File: config.mk
export PLATFORM = sky130hd
export DESIGN_NAME = reg_scoreboard
export DESIGN_NICKNAME = d
export VERILOG_FILES = /design/src/rtl/reg_scoreboard_pkg.sv /design/src/rtl/reg_scoreboard_sb_file.sv /design/src/rtl/reg_scoreboard.sv
export SDC_FILE = /design/constraint.sdc
export NUM_CORES = 1
export LEC_CHECK = 0
export CORE_MARGIN = 1.5
export CORE_UTILIZATION = 25
export DETAILED_ROUTE_END_ITERATION = 7
export GPL_TIMING_DRIVEN = 0
export PLACE_DENSITY = 0.46
export SETUP_SLACK_MARGIN = 0.05
export SYNTH_ARGS = -nofsm -noshare
export SYNTH_HDL_FRONTEND = slang
export SYNTH_SLANG_ARGS = --single-unit
File: constraint.sdc
create_clock -name clk -period 7 [get_ports clk]
set_clock_uncertainty 0.15 [all_clocks]
set_input_delay 1.4 -clock clk [delete_from_list [all_inputs] [get_ports clk]]
set_output_delay 1.4 -clock clk [all_outputs]
set_load 0.01 [all_outputs]
File: src/rtl/reg_scoreboard_pkg.sv
// Shared types for the register scoreboard: file selector, source/destination
// request bundle and a small file-mux helper.
package reg_scoreboard_pkg;

  localparam int REG_ADDR_W = 5;
  localparam int NUM_REGS   = 32;

  typedef enum logic {
    RF_INT = 1'b0,
    RF_FP  = 1'b1
  } reg_file_e;

  typedef struct packed {
    logic [REG_ADDR_W-1:0] addr;
    logic                  is_float;
    logic                  used;
  } sb_req_t;

  function automatic logic sel_file(input logic is_float, input logic int_v,
                                    input logic fp_v);
    return (reg_file_e'(is_float) == RF_FP) ? fp_v : int_v;
  endfunction

endpackage

File: src/rtl/reg_scoreboard_sb_file.sv
// Pending-bit vector for one register file, with same-cycle completion bypass
// on the rs1/rs2/rd lookups.
module reg_scoreboard_sb_file #(
  parameter int                        NUM_REGS = reg_scoreboard_pkg::NUM_REGS,
  parameter reg_scoreboard_pkg::reg_file_e FILE = reg_scoreboard_pkg::RF_INT,
  localparam int                       AW       = $clog2(NUM_REGS)
) (
  input  logic                clk,
  input  logic                rst,
  input  logic                i_set,
  input  logic [AW-1:0]       i_set_addr,
  input  logic                i_clr,
  input  logic [AW-1:0]       i_clr_addr,
  input  logic [AW-1:0]       i_rs1_addr,
  input  logic [AW-1:0]       i_rs2_addr,
  input  logic [AW-1:0]       i_rd_addr,
  output logic [NUM_REGS-1:0] o_pending,
  output logic                o_rs1_eff,
  output logic                o_rs2_eff,
  output logic                o_rd_eff,
  output logic                o_clr_hit
);
  import reg_scoreboard_pkg::*;

  localparam logic [NUM_REGS-1:0] ONE = {{(NUM_REGS-1){1'b0}}, 1'b1};
  // Integer x0 is hardwired: its bit can never be set.
  localparam logic [NUM_REGS-1:0] KEEP_MASK =
    {{(NUM_REGS-1){1'b1}}, (FILE == RF_FP)};

  logic [NUM_REGS-1:0] r_pending;
  logic [NUM_REGS-1:0] w_set_mask;
  logic [NUM_REGS-1:0] w_clr_mask;

  function automatic logic eff_lookup(input logic [NUM_REGS-1:0] pend,
                                      input logic clr, input logic [AW-1:0] clr_addr,
                                      input logic [AW-1:0] addr);
    return pend[addr] & ~(clr & (clr_addr == addr));
  endfunction

  assign w_set_mask = i_set ? ((ONE << i_set_addr) & KEEP_MASK) : '0;
  assign w_clr_mask = i_clr ? (ONE << i_clr_addr) : '0;

  // Clear is applied before set so a same-register issue/completion ends pending.
  always_ff @(posedge clk or posedge rst) begin
    if (rst) begin
      r_pending <= '0;
    end else begin
      r_pending <= (r_pending & ~w_clr_mask) | w_set_mask;
    end
  end

  assign o_pending = r_pending;
  assign o_rs1_eff = eff_lookup(r_pending, i_clr, i_clr_addr, i_rs1_addr);
  assign o_rs2_eff = eff_lookup(r_pending, i_clr, i_clr_addr, i_rs2_addr);
  assign o_rd_eff  = eff_lookup(r_pending, i_clr, i_clr_addr, i_rd_addr);
  assign o_clr_hit = i_clr & r_pending[i_clr_addr];

endmodule

File: src/rtl/reg_scoreboard.sv
// ID-stage scoreboard for long-latency results: RAW/WAW/capacity stall,
// outstanding-op counter and sticky stray-completion flag.
module reg_scoreboard #(
  parameter int  NUM_REGS        = reg_scoreboard_pkg::NUM_REGS,
  parameter int  MAX_OUTSTANDING = 4,
  localparam int AW              = $clog2(NUM_REGS),
  localparam int CW              = $clog2(MAX_OUTSTANDING + 1)
) (
  input  logic                clk,
  input  logic                rst,
  input  logic                issue_valid,
  input  logic                issue_long,
  input  logic                issue_rd_we,
  input  logic                issue_rd_is_float,
  input  logic [AW-1:0]       issue_rd_addr,
  input  logic [AW-1:0]       issue_rs1_addr,
  input  logic                issue_rs1_is_float,
  input  logic                issue_rs1_used,
  input  logic [AW-1:0]       issue_rs2_addr,
  input  logic                issue_rs2_is_float,
  input  logic                issue_rs2_used,
  input  logic                flush,
  input  logic                cmpl_valid,
  input  logic                cmpl_is_float,
  input  logic [AW-1:0]       cmpl_rd_addr,
  output logic                stall,
  output logic [NUM_REGS-1:0] int_pending,
  output logic [NUM_REGS-1:0] fp_pending,
  output logic [CW-1:0]       pending_cnt,
  output logic                cmpl_err
);
  import reg_scoreboard_pkg::*;

  localparam logic [CW-1:0] MAX_C = CW'(MAX_OUTSTANDING);

  sb_req_t w_rs1;
  sb_req_t w_rs2;
  sb_req_t w_rd;

  logic w_int_set, w_fp_set;
  logic w_int_clr, w_fp_clr;
  logic w_int_rs1, w_int_rs2, w_int_rd, w_int_hit;
  logic w_fp_rs1, w_fp_rs2, w_fp_rd, w_fp_hit;
  logic w_clr_hit;
  logic w_raw, w_waw, w_full;
  logic w_rd_x0;
  logic w_accept;

  logic [CW-1:0] r_cnt;
  logic          r_err;

  assign w_rs1 = '{addr: REG_ADDR_W'(issue_rs1_addr), is_float: issue_rs1_is_float,
                   used: issue_rs1_used};
  assign w_rs2 = '{addr: REG_ADDR_W'(issue_rs2_addr), is_float: issue_rs2_is_float,
                   used: issue_rs2_used};
  assign w_rd  = '{addr: REG_ADDR_W'(issue_rd_addr), is_float: issue_rd_is_float,
                   used: issue_rd_we};

  assign w_int_clr = cmpl_valid & (reg_file_e'(cmpl_is_float) == RF_INT);
  assign w_fp_clr  = cmpl_valid & (reg_file_e'(cmpl_is_float) == RF_FP);
  assign w_int_set = w_accept & ~w_rd.is_float;
  assign w_fp_set  = w_accept & w_rd.is_float;

  reg_scoreboard_sb_file #(.NUM_REGS(NUM_REGS), .FILE(RF_INT)) u_int_file (
    .clk        (clk),
    .rst        (rst),
    .i_set      (w_int_set),
    .i_set_addr (issue_rd_addr),
    .i_clr      (w_int_clr),
    .i_clr_addr (cmpl_rd_addr),
    .i_rs1_addr (AW'(w_rs1.addr)),
    .i_rs2_addr (AW'(w_rs2.addr)),
    .i_rd_addr  (AW'(w_rd.addr)),
    .o_pending  (int_pending),
    .o_rs1_eff  (w_int_rs1),
    .o_rs2_eff  (w_int_rs2),
    .o_rd_eff   (w_int_rd),
    .o_clr_hit  (w_int_hit)
  );

  reg_scoreboard_sb_file #(.NUM_REGS(NUM_REGS), .FILE(RF_FP)) u_fp_file (
    .clk        (clk),
    .rst        (rst),
    .i_set      (w_fp_set),
    .i_set_addr (issue_rd_addr),
    .i_clr      (w_fp_clr),
    .i_clr_addr (cmpl_rd_addr),
    .i_rs1_addr (AW'(w_rs1.addr)),
    .i_rs2_addr (AW'(w_rs2.addr)),
    .i_rd_addr  (AW'(w_rd.addr)),
    .o_pending  (fp_pending),
    .o_rs1_eff  (w_fp_rs1),
    .o_rs2_eff  (w_fp_rs2),
    .o_rd_eff   (w_fp_rd),
    .o_clr_hit  (w_fp_hit)
  );

  assign w_clr_hit = w_int_hit | w_fp_hit;

  // Hazards use the bypassed view: a result completing this cycle is forwarded.
  assign w_raw = (w_rs1.used & sel_file(w_rs1.is_float, w_int_rs1, w_fp_rs1)) |
                 (w_rs2.used & sel_file(w_rs2.is_float, w_int_rs2, w_fp_rs2));
  assign w_waw = w_rd.used & sel_file(w_rd.is_float, w_int_rd, w_fp_rd);
  assign w_full = issue_long & issue_rd_we &
                  ((r_cnt - CW'(w_clr_hit)) == MAX_C);

  assign stall = issue_valid & ~flush & (w_raw | w_waw | w_full);

  assign w_rd_x0  = ~issue_rd_is_float & (issue_rd_addr == '0);
  assign w_accept = issue_valid & ~flush & ~stall & issue_long & issue_rd_we & ~w_rd_x0;

  always_ff @(posedge clk or posedge rst) begin
    if (rst) begin
      r_cnt <= '0;
      r_err <= 1'b0;
    end else begin
      r_cnt <= r_cnt + CW'(w_accept) - CW'(w_clr_hit);
      r_err <= r_err | (cmpl_valid & ~w_clr_hit);
    end
  end

  assign pending_cnt = r_cnt;
  assign cmpl_err    = r_err;

  a_cnt_bound : assert property (@(posedge clk) disable iff (rst) (r_cnt <= MAX_C));

endmodule
-- Yosys cells after proc, flatten, opt, wreduce, memory -nomap -nowiden
Index checks and enable logic that the tools add are counted.
- register bits after elaboration: 68
- output and inout port bits: 69
- word-level logic and storage cells: 95
- $add $sub $neg: 3
- order comparisons: 4
- equality and inequality tests: 4
- shift operators: 2
- multiplexer cells: 23
- bitwise operators: 54
- reduce and logical (&&, ||, !) cells: 1
- operator list (cell ; count):
    $mux W32 ; 4
    $and A32 B32 Y32 ; 2
    $not A32 Y32 ; 2
    $or A32 B32 Y32 ; 2
    $shl A1 B5 Y32 const A ; 2
    $bmux W1 S5 ; 8
    $and A1 B1 Y1 ; 31
    $lt A5 B6 Y1 const B ; 4
    $eq A5 B5 Y1 ; 3
    $not A1 Y1 ; 12
    $mux W1 ; 11
    $sub A3 B1 Y3 ; 2
    $logic_not A5 Y1 ; 1
    $or A1 B1 Y1 ; 5
    $add A3 B1 Y3 ; 1
    $eq A3 B3 Y1 const B ; 1

-- Logic depth before layout (Yosys ltp)
- word-level depth: 19
- gate-level depth with buffers: 21
- depth with buffers taken out: 19

-- By module
A second synthesis with hierarchy kept.
- cells, all modules: 527
- area total of the unflattened synthesis: 5699.2 µm²
- modules (own cells, without submodules) (module ; times used ; cells an instance ; area each (µm²) ; seq. area each (µm²)):
    reg_scoreboard_sb_file (u_int_file) ; 1 ; 243 ; 2696.3 ; 800.8
    reg_scoreboard_sb_file (u_fp_file) ; 1 ; 243 ; 2630.0 ; 800.8
    reg_scoreboard ; 1 ; 41 ; 372.9 ; 100.1

-- Least setup slack after synthesis
OpenSTA, ideal clock, no wires.
- path kind: in2out
- from: input port cmpl_rd_addr[0]
- to: output port stall
- arrival: 4.711 ns
- required time: 5.450 ns
- setup slack: 0.739 ns
- stages on the path: 14
- path buffers: 3
- cell sequence: clkbuf_1 > buf_2 > buf_2 > mux4_2 > mux4_2 > nand2_1 > a31oi_1 > and2_1 > ha_1 > nor4b_1 > a31oi_1 > o311a_2 > nand2_2 > o211a_1
- longest elaborated chain between the ends: 10
- RTL lines (item ; RTL line ; source):
    from (decl) ; reg_scoreboard.sv:25 ; input logic [AW-1:0] cmpl_rd_addr,
    branches (longest 8 deep; another with $sub A3 B1 Y3) ; -- ;
    $or A1 B1 Y1 * ; reg_scoreboard.sv:107 ; assign stall = issue_valid & ~flush & (w_raw | w_waw | w_full);
    $and A1 B1 Y1 * ; reg_scoreboard.sv:107 ;
    to (decl) ; reg_scoreboard.sv:26 ; output logic stall,
Mark *: on every way between the ends. The select of a mux whose other input is x is not followed.

-- Worst setup path in the final report
- from: input port cmpl_rd_addr[1]
- to: output port stall
Same word-level chain as after synthesis.

==> impl_metrics.ini <==
[detailed_routing]
viasPerCell = 5.87
routedWlPerCell_microns = 26.2
wirelength_mm = 25.5
first_pass_iters = 5
final_antenna_net_count = 0
drt_iter0_markers = 518
remaining_drc_errors = 0
vias = 5728

[synthesis]
synth_warnings = 0
ys_types = 56
ys_ff_latch = 68
syn-cell-area_sq_mm = 0.00579
synth_commonest_cells = o21ai_0, dfrtp_1, mux2i_1
syn_area_per_cell_sq_um = 9.86
synth_area_leader_cell = dfrtp_1
synth-main-ff-cell = dfrtp_1
synth.net_count = 624
synthCells = 587
yosysSeqAreaShare_pct = 29.4
synth.area.top_cells = dfrtp_1, mux4_2, mux2i_1, o21ai_0, nand3_1
synth_edf_count = 0
synthArstFlopShare_pct = 100
yosysMostFrequentCell = o21ai_0
synth_top_area_share_pct = 29.4

[hold_path]
hold_start = cmpl_err
hold_path_class = reg2reg
min_path_cells = 1
min_delay_worst_endpoint = cmpl_err

[setup_path]
cp.arrival_ns = 5.20
reg2reg_from = u_int_file.o_pending[23]
end_kind = primary output
crit_slowest_cell = clkdlybuf4s50_1
worstRegToRegCells = 19
cp_max_fo = 10
r2r_end = pending_cnt[2]
critPathKind = in2out
crit_path_start_kind = primary input
r2r_slack_ns = 1.84
slowest_delay_ns = 0.53
worstPathRequired_ns = 5.45
path_cells = clkbuf_2 > buf_1 > mux4_2 > mux4_2 > a211oi_1 > a31oi_1 > and2_1 > ha_1 > xnor2_2 > nor4b_2 > a31oi_1 > o311a_4 > nand2_4 > o211a_1 > clkdlybuf4s50_1

[power]
irDropWorstVdd_mv = 0.0778
p_leak_nw = 2.78
power_w = 0.00128
powerDensity_mw_per_mm2 = 173

[sta]
worst_pin_slew_ns = 0.906
finalSetupViolCount = 0
fin_crit_sh_pct = 96.4
rsz0062_at_grt = false
final_hold_viol_count = 0
slew_headroom_pct = 39.5
slew_viol_final = 0
min_period_ns = 6.75
fmax_ghz = 0.148

[placed_design]
place.gp.congestion = 0.931
postPlaceCellArea_sq_mm = 0.00701
portBuffers = 86
place_hpwl_mm = 19.0

[clock_network]
numCtsBuffers = 9
hold_buffers = 0
htreeDepth = 3
clock-root-buffer = clkbuf_16
cts_tree = done
clock_sinks = 68
insertion_delay_ns = 0.35
clk_pin_slew_worst_paths_ns = 0.07
cts_buffer_depth = 2

[cells_and_area]
syn_to_final_growth_pct = 27.5
final_layout_size_suffix_gt1_share_pct = 15.4
layout.nets = 723
diodes = 0
final_cell_area_sq_mm = 0.00738
final.fill_count = 2327

[global_routing]
grt_use_total_pct = 21.5
grt_max_degree = 69
grt-ovfl-total = 0
grt_pass1_vias = 5681
grt_pass1_wl_mm = 37.5
antenna_found_initial = 0

[flow_run]
drv_cap = 0

[floorplanning]
dieArea_sq_mm = 0.0241
placementRows = 55
io_pins = 102
die_y_microns = 155
start_util_pct = 25.5
die_w_microns = 155
core_area_sq_mm = 0.0227

[outcome]
status = complete, no violations
through the flow:
| step | worst slack (ns) | setup TNS [ns] | instances | hold slack [ns] | utilization [%] |
|---|---|---|---|---|---|
| after floorplan | 0.739 | 0 | 587 | 0.363 | - |
| after global placement | -0.320 | -0.320 | 958 | 0.308 | 30.8 |
| after detailed placement | -0.379 | -0.379 | 958 | 0.319 | 30.9 |
| after CTS | 0.104 | 0 | 973 | 0.336 | 32.3 |
| after global routing | 0.0537 | 0 | 975 | 0.393 | 32.5 |
| final | 0.254 | 0 | 975 | 0.329 | 32.5 |
critical path: cells and delay by family:
family,cells,cell delay [ns]
AO/OA/AOI/OAI,5,0.78
XOR/XNOR,1,0.15
adder cells (fa/ha/maj),1,0.22
buffers and inverters,3,1.16
multiplexers,2,0.85
AND/OR/NAND/NOR,3,0.63
kinds of logic (layout without fill, tap and decap cells):
family / Yosys count / after routing / synth area share (%)
AOI/OAI and AO/OA: 167 / 167 / 18.6
xor gates and xnor gates: 18 / 18 / 2.72
adders and majority gates: 4 / 4 / 0.995
buffers and inverters: 70 / 173 / 5.41
DFF: 68 / 68 / 29.4
muxes: 108 / 108 / 28.8
and+or+nand+nor: 152 / 152 / 14.1
state kept, by name, indices dropped and copies added, names as in the netlist:
register	cells
pending_cnt	3
u_fp_file.o_pending	32
u_int_file.o_pending	32
cmpl_err	1
what timing repair did:
item	4_1_cts	5_1_grt
resized for setup	7	8
buffers inserted	0	2
pin swaps	0	1
cloned	0	0
endpoints found under the setup margin	1	1
worst max path at each step:
stage | start | cells after the start | endpoint | slack (ns)
after global routing | cmpl_rd_addr[0] | 16 | stall | 0.05
final | cmpl_rd_addr[1] | 15 | stall | 0.25
after global placement | cmpl_rd_addr[0] | 16 | stall | -0.32
after CTS | cmpl_rd_addr[0] | 16 | stall | 0.10
after floorplan | cmpl_rd_addr[0] | 14 | stall | 0.74
after detailed placement | cmpl_rd_addr[0] | 16 | stall | -0.38
cell usage in the layout, fill, tap and decap left out, types with 10 or more instances in the layout:
cell              n
nor2_1           28
clkdlybuf4s50_1  86
xor2_1           12
nor2b_1          16
o31ai_1          19
nand3_1          43
clkbuf_1         34
mux4_2           44
mux2i_1          59
dfrtp_1          68
nand2b_1         10
nand2_1          18
a22oi_1          10
o21ai_0          93
power breakdown:
part | total, W | internal [W] | switching (W)
Sequential | 0.000463 | 0.000416 | 0.0000473
Combinational | 0.000322 | 0.000147 | 0.000175
Clock | 0.000494 | 0.000309 | 0.000185
area by class of cell:
| type | instances | area [sq um] | area share [%] |
|---|---|---|---|
| sequential | 68 | 1700 | 23.1 |
| tap | 285 | 357 | 4.83 |
| clock inverter | 5 | 77.6 | 1.05 |
| inverter | 10 | 40.0 | 0.543 |
| buffer | 60 | 295 | 4.00 |
| multi-input combinational | 449 | 3800 | 51.5 |
| clock buffer | 10 | 229 | 3.10 |
| timing repair buffer | 88 | 876 | 11.9 |
per-layer routing:
metal | wire length, microns | global-route usage (%) | vias to the layer above
met5 | 0 | 0 | -
met4 | 744 | 8.93 | 0
met3 | 1690 | 2.73 | 43
met2 | 12300 | 35.6 | 277
met1 | 10800 | 28.3 | 2942
li1 | - | - | 2466
No activity file was read; power rests on OpenSTA's default activity.
